===== src/rtl/ei_axi4_wr_arbiter.sv =====
// Two-master to one-slave AXI4 write-path arbiter with round-robin fairness.
// One write is outstanding at a time; the AW winner owns W and B until its B completes.
module ei_axi4_wr_arbiter #(
   parameter int ID_W   = 4,
   parameter int ADDR_W = 32,
   parameter int DATA_W = 32,
   parameter int AW_PW  = ID_W + ADDR_W + 13,
   parameter int W_PW   = DATA_W + DATA_W/8 + 1,
   parameter int B_PW   = ID_W + 2
) (
   input  logic                 aclk,
   input  logic                 areset,
   input  logic [1:0]           m_awvalid,
   output logic [1:0]           m_awready,
   input  logic [2*AW_PW-1:0]   m_aw,
   input  logic [1:0]           m_wvalid,
   output logic [1:0]           m_wready,
   input  logic [2*W_PW-1:0]    m_w,
   output logic [1:0]           m_bvalid,
   input  logic [1:0]           m_bready,
   output logic [B_PW-1:0]      m_b,
   output logic                 s_awvalid,
   input  logic                 s_awready,
   output logic [AW_PW-1:0]     s_aw,
   output logic                 s_wvalid,
   input  logic                 s_wready,
   output logic [W_PW-1:0]      s_w,
   input  logic                 s_bvalid,
   output logic                 s_bready,
   input  logic [B_PW-1:0]      s_b,
   output logic [1:0]           grant,
   output logic                 busy,
   output logic                 wlast_err
);

   typedef enum logic [1:0] {
      IDLE = 2'd0,
      ADDR = 2'd1,
      DATA = 2'd2,
      RESP = 2'd3
   } state_t;

   state_t      r_state;
   state_t      w_nextState;
   logic [1:0]  r_grant;
   logic [1:0]  w_nextGrant;
   logic        r_lastGrant;
   logic [7:0]  r_beatCnt;
   logic [7:0]  r_lenQ;
   logic        r_wlastErr;

   logic             w_owner;
   logic [AW_PW-1:0] w_awSel;
   logic [W_PW-1:0]  w_wSel;
   logic             w_winner;
   logic             w_awHs;
   logic             w_wHs;
   logic             w_bHs;
   logic             w_wlast;

   assign w_owner = r_grant[1];
   assign w_awSel = w_owner ? m_aw[AW_PW +: AW_PW] : m_aw[0 +: AW_PW];
   assign w_wSel  = w_owner ? m_w[W_PW +: W_PW]    : m_w[0 +: W_PW];
   assign w_wlast = w_wSel[0];

   // With both masters requesting, the one that was not served last wins.
   assign w_winner = (&m_awvalid) ? ~r_lastGrant : m_awvalid[1];

   assign grant     = r_grant;
   assign busy      = (r_state != IDLE);
   assign wlast_err = r_wlastErr;

   always_comb begin
      w_nextState = r_state;
      w_nextGrant = r_grant;
      w_awHs      = 1'b0;
      w_wHs       = 1'b0;
      w_bHs       = 1'b0;
      m_awready   = 2'b00;
      m_wready    = 2'b00;
      m_bvalid    = 2'b00;
      m_b         = '0;
      s_awvalid   = 1'b0;
      s_aw        = '0;
      s_wvalid    = 1'b0;
      s_w         = '0;
      s_bready    = 1'b0;
      case (r_state)
         IDLE: begin
            if (|m_awvalid) begin
               w_nextGrant = w_winner ? 2'b10 : 2'b01;
               w_nextState = ADDR;
            end
         end
         ADDR: begin
            s_awvalid          = m_awvalid[w_owner];
            s_aw               = w_awSel;
            m_awready[w_owner] = s_awready;
            w_awHs             = m_awvalid[w_owner] & s_awready;
            if (w_awHs) begin
               w_nextState = DATA;
            end
         end
         DATA: begin
            s_wvalid          = m_wvalid[w_owner];
            s_w               = w_wSel;
            m_wready[w_owner] = s_wready;
            w_wHs             = m_wvalid[w_owner] & s_wready;
            if (w_wHs && w_wlast) begin
               w_nextState = RESP;
            end
         end
         RESP: begin
            m_bvalid[w_owner] = s_bvalid;
            m_b               = s_b;
            s_bready          = m_bready[w_owner];
            w_bHs             = s_bvalid & m_bready[w_owner];
            if (w_bHs) begin
               w_nextGrant = 2'b00;
               w_nextState = IDLE;
            end
         end
         default: begin
            w_nextState = IDLE;
            w_nextGrant = 2'b00;
         end
      endcase
   end

   // Beat counter saturates rather than wrapping so an overlong burst keeps flagging.
   always_ff @(posedge aclk or posedge areset) begin
      if (areset) begin
         r_state     <= IDLE;
         r_grant     <= 2'b00;
         r_lastGrant <= 1'b1;
         r_beatCnt   <= 8'd0;
         r_lenQ      <= 8'd0;
         r_wlastErr  <= 1'b0;
      end else begin
         r_state    <= w_nextState;
         r_grant    <= w_nextGrant;
         r_wlastErr <= w_wHs & (w_wlast ? (r_beatCnt != r_lenQ) : (r_beatCnt == r_lenQ));
         if (w_awHs) begin
            r_lenQ    <= w_awSel[12:5];
            r_beatCnt <= 8'd0;
         end else if (w_wHs && (r_beatCnt != 8'hFF)) begin
            r_beatCnt <= r_beatCnt + 8'd1;
         end
         if (w_bHs) begin
            r_lastGrant <= w_owner;
         end
      end
   end

   grantOneHot : assert property (@(posedge aclk) disable iff (areset) $onehot0(r_grant));

endmodule


===== config.mk =====
export PLATFORM = sky130hd
export DESIGN_NAME = ei_axi4_wr_arbiter
export DESIGN_NICKNAME = d
export VERILOG_FILES = /design/src/rtl/ei_axi4_wr_arbiter.sv
export SDC_FILE = /design/constraint.sdc
export NUM_CORES = 1
export LEC_CHECK = 0
export ABC_AREA = 1
export ABC_CLOCK_PERIOD_IN_PS = 2000
export CELL_PAD_IN_SITES_DETAIL_PLACEMENT = 2
export CELL_PAD_IN_SITES_GLOBAL_PLACEMENT = 2
export CORE_AREA = 4 4 156 158
export CTS_CLUSTER_SIZE = 28
export DETAILED_ROUTE_END_ITERATION = 6
export DIE_AREA = 0 0 160 162
export HOLD_SLACK_MARGIN = 0.03
export PLACE_DENSITY = 0.93
export SYNTH_ARGS = -nofsm -noshare
export SYNTH_HDL_FRONTEND = slang
export SYNTH_SLANG_ARGS = --single-unit
export TNS_END_PERCENT = 1

===== constraint.sdc =====
create_clock -name aclk -period 2 [get_ports aclk]
set_input_delay 0.4 -clock aclk [delete_from_list [all_inputs] [get_ports aclk]]
set_output_delay 0.4 -clock aclk [all_outputs]
set_load 0.01 [all_outputs]

==> results.md <==
- Post-Layout Inst Area: 0.006484 sq mm
- Endpoint class of the critical path: output port
- Most frequent cells in the layout: nand2_1, clkdlybuf4s50_1, buf_2, a21oi_1, buf_4
- Total power: 6.893 mW
- Sequential share of power: 0.111
- Max VDD drop: 274.1 uV
- Nets: 1020
- Port bufs: 293
- Reg2reg setup slack: 0.09 ns
- FF-to-FF End: r_beatCnt[6]$_DFFE_PP0P_
- HP Start: r_lenQ[0]$_DFFE_PP0P_
- Pwr Density: 1063 mW/mm^2
- Final antenna-violating net count: 0
- IO Pins: 294
- GRT Residual Overflow: 0
- Drc violations: 0
- First drt pass iteration count: 4
- Initial DRC count: 104
- Reported max-cap violation count: 0
- Initial antenna violation count: 0
- Switching Share: 0.5120
- Slew HR: 0.7917
- Layout Utilization: 0.2804
- CTS Sinks: 22
- Post-Place Cell Area: 0.006331 sq mm
- Ys Warns: 0
- Initial core utilization: 0.1182
- GRT Total Usage: 0.1375
- DPL Wire Length: 16.21 mm
- Die Footprint: 0.02592 sq mm
- Fin. Hold Viols: 0
- Cell Int Power: 3.364 mW
- CP Data Arrival Time: 1.63 ns
- Failing checks: setup timing
- Final Skew: 0.004445 ns
- CTS tree: built
- Via-to-Cell Ratio: 4.172
- Tmin final: 2.030 ns
- Switching Power: 3.529 mW
- Fill count: 2744
- WP data required: 1.60 ns
- Clk buf depth: 2
- Setup CP Type: reg -> out
- Area of the core: 0.02312 sq mm
- First-pass GRT wire length: 28.81 mm
- Cell Count, Final, Fillers Out: 1114
- Crit path launch type: register
- R2r startpoint: grant[1]$_DFFE_PP0P_
- Pin count of the biggest net entering global routing: 39
- Post-synth net total: 696
- CTS HTree Levels: 1
- Final setup viols: 3
- TritonCTS Buffers: 3
- Total Wirelength: 20.52 mm
- Comb power frac: 0.825
- RSZ-0062 raised after global routing: yes
- Slew @ Worst Pin: 0.3124 ns
- GPL Wtd Cong: 0.7292
- Commonest non-fill, non-tap cell in the layout: nand2_1
- Row Count: 56
- Die width: 160 microns
- Clock slew at reported path FFs: 0.06 ns
- Crit Path Max Fanout: 9
- Fin. max-slew vios: 0
- Root buf cell: clkbuf_16
- Diode count: 0
- Tcrit/Tclk final: 1.015
- R2R depth: 12
- Total number of vias: 4648
- Fmax: 492.6 MHz
- Yosys reg bits: 22
- Synth unique cells: 31
- Worst hold path type: reg -> reg
- Clk Latency, worst-skew pair: 0.26 ns
- Layout cells sized above 1: 0.2816
- Critical path launch point: grant[1]$_DFFE_PP0P_
- Area grow syn2layout: 137.3%
- Final worst setup slack: -0.02997 ns
- Leakage: 3.047 nW
- Outcome: finished, violations left
- # placed instances: 1104
- Synth Area per Inst: 5.454 sq um
- Seq/Total Area, Yosys: 0.2019
- Post-Syn Instances: 501
- Mapped Area: 0.002733 sq mm
- Routed wire per std cell: 18.42 microns
- Clock network fraction of total power: 0.064
- Die Span Y: 162 microns
- Worst setup endpoint: s_aw[30]
- Vias in the first global route: 5259
how the worst min path moves through the flow:
| stage | endpoint | depth (start not counted) | slack, ns |
|---|---|---|---|
| CTS | r_lenQ[0]$_DFFE_PP0P_ | 2 | 0.50 |
| global placement | grant[0]$_DFFE_PP0P_ | 2 | 0.47 |
| detailed placement | r_lenQ[0]$_DFFE_PP0P_ | 2 | 0.49 |
| global route | r_lenQ[0]$_DFFE_PP0P_ | 2 | 0.53 |
| finish | r_lenQ[0]$_DFFE_PP0P_ | 2 | 0.50 |
| floorplan | grant[0]$_DFFE_PP0P_ | 1 | 0.39 |
state kept, by name, summed over array words and instances (netlist names):
name         count
grant            2
r_beatCnt        8
r_lastGrant      1
r_lenQ           8
r_state          2
wlast_err        1
metal layers:
layer  track usage  routed length [microns]
met1        0.1381                     7510
met2        0.2838                    11400
met3       0.03502                     1277
met4       0.02542                      330
met5             0                        0
power groups by stage:
stage          Clock [mW]  Combinational (mW)  Sequential [mW]
3_5_place_dp            0                5.46            0.743
3_3_place_gp            0                5.29            0.732
5_1_grt             0.469                6.24            0.782
2_1_floorplan           0                2.33            0.716
6_report            0.444                5.69            0.762
4_1_cts             0.449                5.26            0.743
cells in the mapped netlist:
cell / n / area, sq um
inv_2: 1 / 3.750
buf_6: 2 / 22.52
o21ai_0: 6 / 30.03
nor2_1: 9 / 33.78
xnor2_1: 3 / 26.28
nor2_4: 2 / 22.52
inv_4: 1 / 6.260
clkinv_1: 1 / 3.750
inv_1: 34 / 127.6
xor2_1: 5 / 43.79
clkbuf_2: 1 / 5.000
nand4_1: 3 / 18.77
clkbuf_1: 6 / 22.52
or2_2: 1 / 6.260
o21ai_2: 1 / 8.760
nand3_1: 19 / 95.09
nor2_8: 1 / 20.02
a21oi_1: 89 / 445.4
nand2_2: 3 / 18.77
nand2_1: 251 / 942.2
nand2_4: 2 / 22.52
a21boi_2: 1 / 11.26
nor3_1: 5 / 25.02
nand3_2: 1 / 10.01
dfrtp_1: 21 / 525.5
ha_1: 6 / 75.07
dfstp_2: 1 / 26.28
nor2_2: 1 / 6.260
nor3_2: 1 / 10.01
buf_2: 22 / 110.1
buf_4: 1 / 7.510
layout make-up:
| class | count | area [sq um] | share of cell area |
|---|---|---|---|
| timing repair buffer | 351 | 3184 | 0.4911 |
| multi-input combinational | 410 | 2142 | 0.3304 |
| sequential | 22 | 556.8 | 0.08587 |
| tap | 290 | 362.8 | 0.05596 |
| inverter | 37 | 158.9 | 0.02451 |
| clock buffer | 4 | 78.83 | 0.01216 |
stage by stage:
stage | hold slack (ns) | worst slack [ns] | TNS, ns
detailed placement | 0.4892 | -0.3453 | -12.96
floorplan | 0.3885 | 0.1185 | 0
global route | 0.5337 | -0.09014 | -1.019
CTS | 0.5050 | -0.1487 | -2.293
finish | 0.4970 | -0.02997 | -0.05666
global placement | 0.4744 | -0.3119 | -9.052
critical path, cell delays in order, from the launching register on:
cell	delay, ns
dfrtp_4	0.52
inv_6	0.10
buf_8	0.15
buf_4	0.14
nand2_1	0.07
a21oi_1	0.14
clkdlybuf4s15_2	0.24
cell families after synthesis:
family	share of synthesized area
AND/OR/NAND/NOR	0.4505
AO/OA/AOI/OAI	0.1813
buffers and inverters	0.1131
flip-flops	0.2019
XOR/XNOR	0.02564
adder cells (fa/ha/maj)	0.02747
timing repair:
action                     CTS  global route
hold buffers                 0             0
buffers inserted             0             2
cloned                       0             4
gates resized for setup    363           110
setup endpoints to repair  102            95
pin swaps                    0             3
(Power assumes the default switching activity.)
==> RTL edit 1: new RTL, same flow settings <==
Put one more register stage on the output `wlast_err`, cleared by the reset. The value now appears one clock later. The other outputs are not delayed to match.
--- a/src/rtl/ei_axi4_wr_arbiter.sv
+++ b/src/rtl/ei_axi4_wr_arbiter.sv
@@ -70,3 +70,9 @@
    assign busy      = (r_state != IDLE);
-   assign wlast_err = r_wlastErr;
+   always_ff @(posedge aclk or posedge areset) begin
+      if (areset) begin
+         wlast_err <= '0;
+      end else begin
+         wlast_err <= r_wlastErr;
+      end
+   end
 
Function: changed (a bounded check fails within 4 cycles, from zero or initial values and one cycle with areset high).
==> RTL edit 1 against the unedited design <==
Count of clock-buffer cells in the layout is 1 lower. First-iteration DRC count is 6.7% lower. The flow still finishes with violations (negative setup slack). Setup slack better by 9.8 ps. Final area is 0.69% lower. Critical path type unchanged. Critical endpoint is now s_awvalid. Power is 1.6% lower. Routed wire length is 1.9% lower. Sequential cell count is 1 higher. Area after synthesis is 1.7% higher.
==> RTL edit 1: results (changes against the unedited design) <==
The proportion of cell area occupied by multi-input gates is 0.320 (was 0.330). The global routing met3 resource utilization was 0.0401 (was 0.0350). The cell depth of the worst flop-to-flop path is 10 (was 12). The routed wire length is 20100 um (was 20500 um). The number of library cell types mapped by synthesis is 27 (was 31).

The via count of the first global-routing pass is 5354 (was 5259). The non-clock inverter total of the final layout came to 39 (was 37). The share of cell area taken by flip-flops and latches came out at 0.0904 (was 0.0859). The number of nets in the layout is 1036 (was 1020). The end point of the critical path is s_awvalid (was s_aw[30]). The synthesized netlist cell count is 508 (was 501). The capture point of the worst reg-to-reg path is r_beatCnt[0]$_DFFE_PP0P_ (was r_beatCnt[6]$_DFFE_PP0P_).

The aggregate negative setup slack is -26.0 ps (was -56.7 ps). The delay of the slowest cell on the worst path came to 450 ps (was 520 ps). The maximum number of pins on one net before global-route repair came to 41 (was 39). Result of the run: finished, violations left (unchanged). The post-synthesis xor/xnor area fraction came out at 0.0221 (was 0.0256). Violated checks: negative setup slack (unchanged).

The setup violation total in the final timing report came out at 2 (was 3). The critical hold path startpoint is r_wlastErr$_DFF_PP0_ (was r_lenQ[0]$_DFFE_PP0P_). The global-route usage over all layers is 0.143 (was 0.138). The setup slack of the critical path after layout is -20.1 ps (was -30.0 ps). The met2 track demand over resource in global routing is 0.289 (was 0.284). The fraction of area in clock buffers and inverters is 0.0124 (was 0.0122). The weighted congestion reported at the end of routability-driven placement is 0.775 (was 0.729). The reg2reg setup slack was 150 ps (was 90 ps).

The post-placement cell count is 1123 (was 1104). The register bit total from synthesis came out at 23 (was 22). The largest voltage drop on the vdd net came out at 0.368 mV (was 0.274 mV). The final-layout non-clock buffer area share came out at 0.496 (was 0.491). The endpoint of the worst hold path is wlast_err$_DFF_PP0_ (was r_lenQ[0]$_DFFE_PP0P_). The cell area reported after detailed placement came out at 6490 um^2 (was 6330 um^2). The count of cells along the worst hold path is 0 (was 2).
RTL edit 1: changes by cell type after synthesis, moves of 2 or more:
cell and delta:
clkbuf_1 +2, nand2_2 -2, nand2_1 -2, nand3_2 +5
nor2_1 +3, nand2_4 -2, inv_2 +2
RTL edit 1: timing repair:
action,in CTS,in global routing
gates cloned,1,2
endpoints found under the hold margin,0,0
resized for setup,358,87
endpoints found under the setup margin,107,95
pin swaps,0,2
RTL edit 1: worst reg2reg max path: cells and delay by family, from the launching register on:
kind / cells / cell delay [ps]
DFF: 1 / 510
and+or+nand+nor: 6 / 780
buffers and inverters: 4 / 440
RTL edit 1: power by group through the flow:
stage | registers, mW | logic, mW | clock network [mW]
final | 0.770 | 5.56 | 0.454
after global placement | 0.744 | 5.42 | 0
after detailed placement | 0.759 | 5.63 | 0
after floorplan | 0.736 | 2.29 | 0
after global routing | 0.794 | 6.13 | 0.496
after CTS | 0.763 | 5.46 | 0.477
==> RTL edit 2: new RTL, same settings <==
Without the edit above. The parameter `DATA_W` goes from 32 to 36.
--- a/src/rtl/ei_axi4_wr_arbiter.sv
+++ b/src/rtl/ei_axi4_wr_arbiter.sv
@@ -5,3 +5,3 @@
    parameter int ADDR_W = 32,
-   parameter int DATA_W = 32,
+   parameter int DATA_W = 36,
    parameter int AW_PW  = ID_W + ADDR_W + 13,
Interface: changed (resized m_w and s_w); port bits go from 294 to 306. The function was not compared with the original's and may differ.
==> RTL edit 2 against the unedited design <==
The run still ends with negative setup slack left. Routed wire length increased by 0.12%. Cell count is 3.0% higher. Setup slack worse by 17 ps. Sequential cell count stayed put. Area after synthesis increased by 0.27%. Final area increased by 1.3%. First-iteration DRC count increased by 110%. Power rose by 2.0%.
==> RTL edit 2: results (changes against the unedited design) <==
Result of the run: finished, violations left (unchanged). Violated checks: negative setup slack (unchanged). The actual transition at the worst max-transition pin came out at 318 ps (was 312 ps).

The endpoint of the worst hold path is grant[0]$_DFFE_PP0P_ (was r_lenQ[0]$_DFFE_PP0P_). The via count normalized by instance count was 4.23 (was 4.17). The global-route usage over all layers came out at 0.146 (was 0.138). The multi-input gate area in the final layout came out at 2050 um^2 (was 2140 um^2). The adder and majority cell fraction of the synthesized area was 0.0274 (was 0.0275). The number of design-rule violations left by the first detailed-router iteration is 218 (was 104). The multi-input combinational cell count came out at 422 (was 410). The setup violation total in the final timing report came out at 2 (was 3). The critical hold path startpoint is grant[0]$_DFFE_PP0P_ (was r_lenQ[0]$_DFFE_PP0P_). The arrival time of the worst setup path is 1650 ps (was 1630 ps). The post-synthesis xor/xnor area fraction is 0.0256 (about the same). The number of library cell types mapped by synthesis is 28 (was 31). The share of flip-flops with an asynchronous set or reset after synthesis is 1.00 (unchanged). The detailed-routing wirelength on met1 is 7880 um (was 7510 um).

The reg2reg setup slack was 180 ps (was 90 ps). The detailed placement HPWL came out at 16200 um (about the same). The number of nets in the layout is 1061 (was 1020). The final-layout non-clock buffer area share came out at 0.508 (was 0.491).

The wire length of the first global-routing pass came out at 30800 um (was 28800 um). The top fanout value on the critical path was 8 (was 9). The via count of the first global-routing pass is 5480 (was 5259). The final hold slack came out at 481 ps (was 497 ps).

The clock transition at the registers of the reported paths came out at 60 ps (about the same). The maximum number of pins on one net before global-route repair came out at 42 (was 39). The share of cell area taken by flip-flops and latches was 0.0848 (was 0.0859). The cell area reported after detailed placement came out at 6560 um^2 (was 6330 um^2). The sequential-to-total area share from yosys stat is 0.201 (was 0.202). The post-synthesis net count is 716 (was 696). The met1 global-route usage is 0.159 (was 0.138).

The synthesized netlist cell count is 513 (was 501). The detailed route wirelength on metal3 was 1160 um (was 1280 um). The wire length on met2 came out at 11100 um (was 11400 um). The capture point of the worst reg-to-reg path was grant[1]$_DFFE_PP0P_ (was r_beatCnt[6]$_DFFE_PP0P_). Synth top area cells: nand2_1 35%, dfrtp_1 19%, a21oi_1 17% (was nand2_1 34%, dfrtp_1 19%, a21oi_1 16%).

The setup slack of the critical path after layout is -47.1 ps (was -30.0 ps). The number of instances resized during post-cts repair is 413 (was 363). The met2 track demand over resource in global routing is 0.288 (was 0.284). The layout filler cell count was 2751 (was 2744). The number of buffers inserted by port buffering came out at 305 (was 293). The number of post-CTS setup repair buffers came out at 3 (was 0).

The cell depth of the worst flop-to-flop path is 11 (was 12). The weighted congestion reported at the end of routability-driven placement is 0.792 (was 0.729). The leakage dissipation came out at 3.13 nW (was 3.05 nW). The count of buffers not belonging to the clock network in the layout was 372 (was 351).
-- RTL edit 2: changes by cell type in the layout (fill, tap and decap cells not counted), moves of 4 or more --
| cell | before | now |
|---|---|---|
| a21oi_1 | 45 | 61 |
| buf_2 | 73 | 85 |
| buf_4 | 39 | 49 |
| clkdlybuf4s50_1 | 191 | 199 |
| a21oi_4 | 7 | 0 |
| buf_6 | 13 | 7 |
| nand2_1 | 249 | 255 |
| a21oi_2 | 37 | 32 |
| nand3_1 | 19 | 24 |
| clkdlybuf4s15_2 | 10 | 14 |
-- RTL edit 2: through the flow --
step | worst slack (ps) | power (mW) | TNS (ps)
after floorplan | 148 | 3.08 | 0
after global placement | -310 | 6.18 | -10950
after detailed placement | -313 | 6.38 | -14500
after CTS | -141 | 6.90 | -951
after global routing | -77.4 | 7.64 | -1060
final | -47.1 | 7.03 | -57.3
-- RTL edit 2: power by group --
part	switching, mW	internal, mW
registers	0.153	0.614
clock network	0.197	0.399
logic	3.13	2.54
